==> src/rtl/spi_flash_pkg.sv <==
// Shared SPI NOR-flash definitions.
// Opcodes, responder states and address width.
package spi_flash_pkg;

  localparam int ADDR_BITS = 24;

  localparam logic [7:0] CMD_READ = 8'h03;
  localparam logic [7:0] CMD_RDID = 8'h9F;

  typedef enum logic [2:0] {
    IDLE,
    CMD,
    ADDR,
    DATA,
    ID,
    IGNORE
  } state_t;

endpackage

==> src/rtl/spi_flash_responder_if.sv <==
// SPI bus between the flash reader and a flash device.
// Mode 3: sclk idles high, cs active low.
interface spi_flash_responder_if;

  logic spi_cs;
  logic spi_sclk;
  logic spi_mosi;
  logic spi_miso;

  modport master (
    output spi_cs,
    output spi_sclk,
    output spi_mosi,
    input  spi_miso
  );

  modport slave (
    input  spi_cs,
    input  spi_sclk,
    input  spi_mosi,
    output spi_miso
  );

endinterface

==> src/rtl/spi_flash_store.sv <==
// Backing byte array for the flash responder.
// Host write port, combinational flash-address read.
module spi_flash_store
  import spi_flash_pkg::*;
#(
  parameter int              DEPTH     = 256,
  parameter int              AW        = $clog2(DEPTH),
  parameter logic [23:0]     BASE_ADDR = 24'h100000
) (
  input  logic                 clk,
  input  logic                 wr_en,
  input  logic [AW-1:0]        wr_addr,
  input  logic [7:0]           wr_data,
  input  logic [ADDR_BITS-1:0] rd_addr,
  output logic [7:0]           rd_data
);

  logic [7:0]           mem [DEPTH];
  logic [ADDR_BITS-1:0] off;
  logic                 hit;

  // Host byte write, visible the next cycle.
  always_ff @(posedge clk) begin
    if (wr_en) begin
      mem[wr_addr] <= wr_data;
    end
  end

  // Below-base addresses wrap to huge offsets, so one
  // unsigned compare covers both ends of the window.
  always_comb begin
    off     = rd_addr - BASE_ADDR;
    hit     = off < ADDR_BITS'(DEPTH);
    rd_data = hit ? mem[off[AW-1:0]] : 8'hFF;
  end

endmodule

==> src/rtl/spi_flash_responder.sv <==
// SPI NOR-flash responder serving READ and RDID.
// Runs on the master's clock; sclk edges found by sampling.
module spi_flash_responder
  import spi_flash_pkg::*;
#(
  parameter int          DEPTH     = 256,
  parameter int          AW        = $clog2(DEPTH),
  parameter logic [23:0] BASE_ADDR = 24'h100000,
  parameter logic [23:0] JEDEC_ID  = 24'hEF4016
) (
  input  logic                 clk,
  input  logic                 reset_n,
  spi_flash_responder_if.slave spi,
  input  logic                 wr_en,
  input  logic [AW-1:0]        wr_addr,
  input  logic [7:0]           wr_data,
  output logic                 active,
  output logic                 cmd_done
);

  state_t               state;
  logic                 sclk_q;
  logic [4:0]           bit_cnt;
  logic [7:0]           rx_shift;
  logic [7:0]           tx_shift;
  logic [ADDR_BITS-1:0] addr;
  logic [1:0]           id_idx;

  logic                 rise;
  logic [7:0]           rx_next;
  logic [ADDR_BITS-1:0] addr_next;
  logic [ADDR_BITS-1:0] rd_addr;
  logic [7:0]           rd_data;
  logic [7:0]           id_byte;

  // Final address rise reads the byte at the just-completed
  // address, before addr itself has been updated.
  always_comb begin
    rise      = spi.spi_sclk & ~sclk_q & ~spi.spi_cs;
    rx_next   = {rx_shift[6:0], spi.spi_mosi};
    addr_next = {addr[ADDR_BITS-2:0], spi.spi_mosi};
    rd_addr   = (state == ADDR) ? addr_next : addr;
    unique case (id_idx)
      2'd1:    id_byte = JEDEC_ID[15:8];
      2'd2:    id_byte = JEDEC_ID[7:0];
      default: id_byte = 8'hFF;
    endcase
  end

  assign spi.spi_miso = tx_shift[7];
  assign active       = (state != IDLE);

  spi_flash_store #(
    .DEPTH     (DEPTH),
    .AW        (AW),
    .BASE_ADDR (BASE_ADDR)
  ) u_store (
    .clk     (clk),
    .wr_en   (wr_en),
    .wr_addr (wr_addr),
    .wr_data (wr_data),
    .rd_addr (rd_addr),
    .rd_data (rd_data)
  );

  // Command/address/data sequencer, one step per sclk rise.
  always_ff @(posedge clk) begin
    if (!reset_n) begin
      state    <= IDLE;
      sclk_q   <= 1'b1;
      bit_cnt  <= '0;
      rx_shift <= '0;
      tx_shift <= 8'hFF;
      addr     <= '0;
      id_idx   <= '0;
      cmd_done <= 1'b0;
    end else begin
      sclk_q   <= spi.spi_sclk;
      cmd_done <= 1'b0;
      if (spi.spi_cs) begin
        state    <= IDLE;
        bit_cnt  <= '0;
        tx_shift <= 8'hFF;
        cmd_done <= (state == DATA) || (state == ID);
      end else if (rise) begin
        unique case (state)
          IDLE: begin
            rx_shift <= rx_next;
            bit_cnt  <= 5'd1;
            state    <= CMD;
          end
          CMD: begin
            rx_shift <= rx_next;
            if (bit_cnt == 5'd7) begin
              bit_cnt <= '0;
              unique case (1'b1)
                (rx_next == CMD_READ): state <= ADDR;
                (rx_next == CMD_RDID): begin
                  state    <= ID;
                  tx_shift <= JEDEC_ID[23:16];
                  id_idx   <= 2'd1;
                end
                default: state <= IGNORE;
              endcase
            end else begin
              bit_cnt <= bit_cnt + 5'd1;
            end
          end
          ADDR: begin
            if (bit_cnt == 5'd23) begin
              bit_cnt  <= '0;
              tx_shift <= rd_data;
              addr     <= addr_next + 24'd1;
              state    <= DATA;
            end else begin
              bit_cnt <= bit_cnt + 5'd1;
              addr    <= addr_next;
            end
          end
          DATA: begin
            if (bit_cnt == 5'd7) begin
              bit_cnt  <= '0;
              tx_shift <= rd_data;
              addr     <= addr + 24'd1;
            end else begin
              bit_cnt  <= bit_cnt + 5'd1;
              tx_shift <= {tx_shift[6:0], 1'b1};
            end
          end
          ID: begin
            if (bit_cnt == 5'd7) begin
              bit_cnt  <= '0;
              tx_shift <= id_byte;
              if (id_idx != 2'd3) begin
                id_idx <= id_idx + 2'd1;
              end
            end else begin
              bit_cnt  <= bit_cnt + 5'd1;
              tx_shift <= {tx_shift[6:0], 1'b1};
            end
          end
          IGNORE: begin
            tx_shift <= 8'hFF;
          end
          default: state <= IDLE;
        endcase
      end
    end
  end

endmodule
==> src/flat_wrapper.sv <==
// flat-port wrapper written by rule: the top's interface ports become plain ports
module spi_flash_responder_flat import spi_flash_pkg::*;
#(
  parameter int          DEPTH     = 256,
  parameter int          AW        = $clog2(DEPTH),
  parameter logic [23:0] BASE_ADDR = 24'h100000,
  parameter logic [23:0] JEDEC_ID  = 24'hEF4016
)
  (clk, reset_n, wr_en, wr_addr, wr_data, active, cmd_done, spi_spi_cs, spi_spi_sclk, spi_spi_mosi, spi_spi_miso);
  spi_flash_responder_if spi_i ();
  input  logic clk;
  input  logic reset_n;
  input  logic wr_en;
  input  logic [AW-1:0] wr_addr;
  input  logic [7:0] wr_data;
  output logic active;
  output logic cmd_done;
  input wire logic [$bits(spi_i.spi_cs)-1:0] spi_spi_cs;
  input wire logic [$bits(spi_i.spi_sclk)-1:0] spi_spi_sclk;
  input wire logic [$bits(spi_i.spi_mosi)-1:0] spi_spi_mosi;
  output wire logic [$bits(spi_i.spi_miso)-1:0] spi_spi_miso;
  assign spi_i.spi_cs = spi_spi_cs;
  assign spi_i.spi_sclk = spi_spi_sclk;
  assign spi_i.spi_mosi = spi_spi_mosi;
  assign spi_spi_miso = spi_i.spi_miso;
  spi_flash_responder #(.DEPTH(DEPTH), .AW(AW), .BASE_ADDR(BASE_ADDR), .JEDEC_ID(JEDEC_ID)) u_core (.clk(clk), .reset_n(reset_n), .spi(spi_i), .wr_en(wr_en), .wr_addr(wr_addr), .wr_data(wr_data), .active(active), .cmd_done(cmd_done));
endmodule
==> config.mk <==
export PLATFORM = sky130hd
export DESIGN_NAME = spi_flash_responder_flat
export DESIGN_NICKNAME = d
export VERILOG_FILES = /design/src/rtl/spi_flash_pkg.sv /design/src/rtl/spi_flash_responder_if.sv /design/src/rtl/spi_flash_store.sv /design/src/rtl/spi_flash_responder.sv /design/src/flat_wrapper.sv
export SDC_FILE = /design/constraint.sdc
export NUM_CORES = 2
export LEC_CHECK = 0
export ABC_CLOCK_PERIOD_IN_PS = 7700
export BUFFER_PORTS_ARGS = -buffer_cell sky130_fd_sc_hd__buf_2
export CAP_MARGIN = 15
export CELL_PAD_IN_SITES_DETAIL_PLACEMENT = 1
export CELL_PAD_IN_SITES_GLOBAL_PLACEMENT = 2
export CORE_UTILIZATION = 26
export DETAILED_ROUTE_END_ITERATION = 7
export PLACE_DENSITY = 0.44
export SYNTH_ARGS = -nofsm -noshare
export SYNTH_HDL_FRONTEND = slang
export SYNTH_HIERARCHICAL = 1
export SYNTH_SLANG_ARGS = --single-unit
==> constraint.sdc <==
create_clock -name clk -period 7.7 [get_ports clk]
set_input_delay 0.77 -clock clk [delete_from_list [all_inputs] [get_ports clk]]
set_output_delay 0.77 -clock clk [all_outputs]
set_load 0.03 [all_outputs]
==> run_results.csv <==
group,metric,value,unit
logic_synthesis,yosysWarnings,6,
setup_path,path_max_fanout,26,
clock_tree,clock-sinks,2099,
hold_path,hold_end,"u_core/cmd_done",
logic_synthesis,synthCells,4774,
sta,post-route-period-util,80.9,%
hold_path,min_path_cells,3,
floorplanning,start_util,26.2,%
status,status,"complete, no violations",
hold_path,min_path_type,"primary input to flop",
placed_design,portBuffers,24,
clock_tree,clk_pin_slew,0.06,ns
setup_path,rr_startpoint,"u_core/state[1]",
power_and_ir_drop,power.total,0.0238,W
sta,fin_tns_setup,0,ns
logic_synthesis,synth_area_leaders,"edfxtp_1 (72%), mux4_2 (6.5%), mux2i_1 (5.6%)",
detailed_routing,drt_pre_antenna_iters,5,
floorplanning,die_area,0.330,mm^2
detailed_routing,ant_nets,0,
sta,rsz0062_at_grt,"no",
logic_synthesis,netlist.area_leader.share,72.2,%
global_routing,grt_usage,17.4,%
logic_synthesis,synth-edff-count,2048,
detailed_routing,wirelength,292000,um
setup_path,critical_path_class,"flop to flop",
logic_synthesis,syn_area_per_cell,17.8,um^2
floorplanning,die_w,574,um
logic_synthesis,netlist_area,0.0852,mm^2
floorplanning,die_y,574,um
global_routing,grt_remaining_overflow,0,
flow_run,drv_cap,0,
hold_path,hold_path_startpoint,"spi_spi_cs",
cells_and_area,fill_cells,33000,
sta,finalHoldViolCount,0,
setup_path,worstRegToRegCells,16,
logic_synthesis,ys_seq_area_share,73.4,%
detailed_routing,routedWlPerCell,31.2,um
power_and_ir_drop,power_leakage,28.0,nW
detailed_routing,vias_per_cell,4.92,
logic_synthesis,synth.net_count,4802,
cells_and_area,finalNetCount,4897,
clock_tree,cts_buffers,243,
global_routing,grt_pass1_vias,47700,
placed_design,dpl.hpwl,190000,um
clock_tree,root_buffer,"clkbuf_16",
setup_path,cp.arrival,7.01,ns
clock_tree,clockBufferDepth,4,
detailed_routing,drc,0,
cells_and_area,drive_above_1_share,16.9,%
clock_tree,cts_tree,"done",
sta,fmax,0.161,GHz
sta,period_minus_slack,6.23,ns
setup_path,critPathLaunchType,"flop",
cells_and_area,area_growth,14.5,%
placed_design,place.gp.congestion,0.776,
sta,skew,0.0530,ns
sta,drv_slew,0,
power_and_ir_drop,ir_worst_vdd,0.203,mV
sta,tightest_slew,1.22,ns
logic_synthesis,synth_ff_type,"edfxtp_1",
sta,relSlewSlack,16.5,%
detailed_routing,route.vias.total,46200,
floorplanning,core-area,0.325,mm^2
global_routing,grt_start_max_net_pins,163,
power_and_ir_drop,p_per_area,244,mW/mm^2
global_routing,grt_antenna_before_repair,19,
detailed_routing,initialDrtViolationCount,3438,
logic_synthesis,yosys.cell_types.count,95,
floorplanning,rows,209,
setup_path,crit_path_end_kind,"flop",
clock_tree,cts_max_level,4,
logic_synthesis,yosys.area.top_type,"edfxtp_1",
clock_tree,ctsResizeCount,0,
setup_path,reg2reg_slack,1.47,ns
floorplanning,io_pins,25,
global_routing,grt_pass1_wl,404000,um
setup_path,worstPathRequired,8.48,ns
sta,setup_viol,0,
logic_synthesis,ys_ff_latch,2099,
clock_tree,worstSkewPairLatency,0.92,ns
setup_path,r2r-end,"u_core/tx_shift[1]",
logic_synthesis,async_reset_ff_share,0,%
## timing repair
item | in CTS | in global routing
hold buffers | 1 | 0
endpoints found under the setup margin | 0 | 0
buffers inserted | 0 | 0
hold endpoints to repair | 1 | 0
## worst max-delay path by stage
stage                    start                  to  slack [ns]
3_3_place_gp   u_core/state[1]  u_core/tx_shift[2]        1.30
3_5_place_dp   u_core/state[1]  u_core/tx_shift[1]        1.44
5_1_grt        u_core/state[1]  u_core/tx_shift[1]        1.09
6_report       u_core/state[1]  u_core/tx_shift[1]        1.47
2_1_floorplan  u_core/state[1]  u_core/tx_shift[1]        3.64
4_1_cts        u_core/state[1]  u_core/tx_shift[1]        1.40
## through the flow
step / std cells / util (%) / instance area, um^2 / setup slack, ns / hold WS [ns]
after floorplan: 4774 / - / 85200 / 3.64 / 0.445
after global placement: 8946 / 27.7 / 90100 / 1.30 / 0.457
after detailed placement: 8948 / 27.7 / 90200 / 1.44 / 0.470
after CTS: 9382 / 30.0 / 97500 / 1.40 / 0.0324
after global routing: 9383 / 30.0 / 97500 / 1.09 / 0.104
final: 9386 / 30.0 / 97500 / 1.47 / 0.130
## sequential cells by signal, indices dropped and copies added, names as in the netlist
name                flops
u_core/rx_shift         7
u_core/sclk_q           1
u_core/bit_cnt          5
u_core/id_idx           2
u_core/state            3
u_core/u_store/mem   2048
u_core/addr            24
u_core/cmd_done         1
u_core/tx_shift         8
## report_power, final
part | internal, W | total, W | switching [W]
logic | 0.0000326 | 0.000335 | 0.000303
registers | 0.0126 | 0.0126 | 0.00000548
clock network | 0.00613 | 0.0109 | 0.00477
total | 0.0187 | 0.0238 | 0.00508
## per-layer routing
layer / share of wire, % / vias to the layer above / wire length (um) / global-route usage [%]
met1: 47 / 25200 / 138000 / 24.9
met5: 0 / - / 0 / 0
met3: 3.9 / 296 / 11400 / 2.19
met2: 47 / 893 / 137000 / 28.2
met4: 2.0 / 0 / 5770 / 3.81
li1: - / 19800 / - / -
## cells in the final DEF, fill, tap and decap left out, types with 96 or more instances in the layout
cell type  netlist  layout
edfxtp_1      2048    2048
mux2i_1        480     480
nor2_1         341     340
mux4_2         247     247
clkbuf_16        0     245
o221ai_1       192     192
buf_4           30     136
a21oi_1        135     135
nor3_1         115     115
o22ai_1         96      96
## cells in the mapped netlist (39+ instances only)
master    instances
buf_2            78
nand2_1          90
nor2_1          341
a21oi_1         135
dfxtp_1          51
mux2i_1         480
mux2_2           62
mux4_2          247
edfxtp_1       2048
nor4_1           39
nor3_1          115
nand3_1          56
o22ai_1          96
clkbuf_1        138
o21ai_0          88
o221ai_1        192
## final cells by class
cell class                 count  area (um^2)  area share, %
multi-input combinational   2326        20500           21.1
timing repair buffer         183         1650           1.69
inverter                      16         67.6         0.0693
clock buffer                 303         6350           6.51
clock inverter               130          967          0.992
antenna                        4         10.0         0.0103
sequential                  2099        62500           64.1
tap                         4325         5410           5.55
## cell families after synthesis
| logic type | after synthesis | share of synthesized area [%] |
|---|---|---|
| AOI/OAI and AO/OA | 735 | 6.22 |
| xor gates and xnor gates | 13 | 0.134 |
| adders and majority gates | 7 | 0.0999 |
| buffers and inverters | 349 | 2.66 |
| DFF | 2099 | 73.4 |
| muxes | 793 | 13.1 |
| and+or+nand+nor | 778 | 4.37 |
## worst max-delay path, cell delays in order (launching register included)
cell	delay [ns]
dfxtp_1	0.68
nand2b_1	0.42
nor2_2	0.46
mux2_2	0.78
and3_1	0.95
nand2_1	0.70
a21oi_1	0.36
nor3_1	0.13
nand2_1	0.15
nor4_1	0.10
buf_4	0.22
o21a_1	0.25
mux2_2	0.29
o221ai_1	0.15
o21ai_0	0.14
nor3_1	0.17
a21oi_1	0.06
No activity file was read; power rests on OpenSTA's default activity.
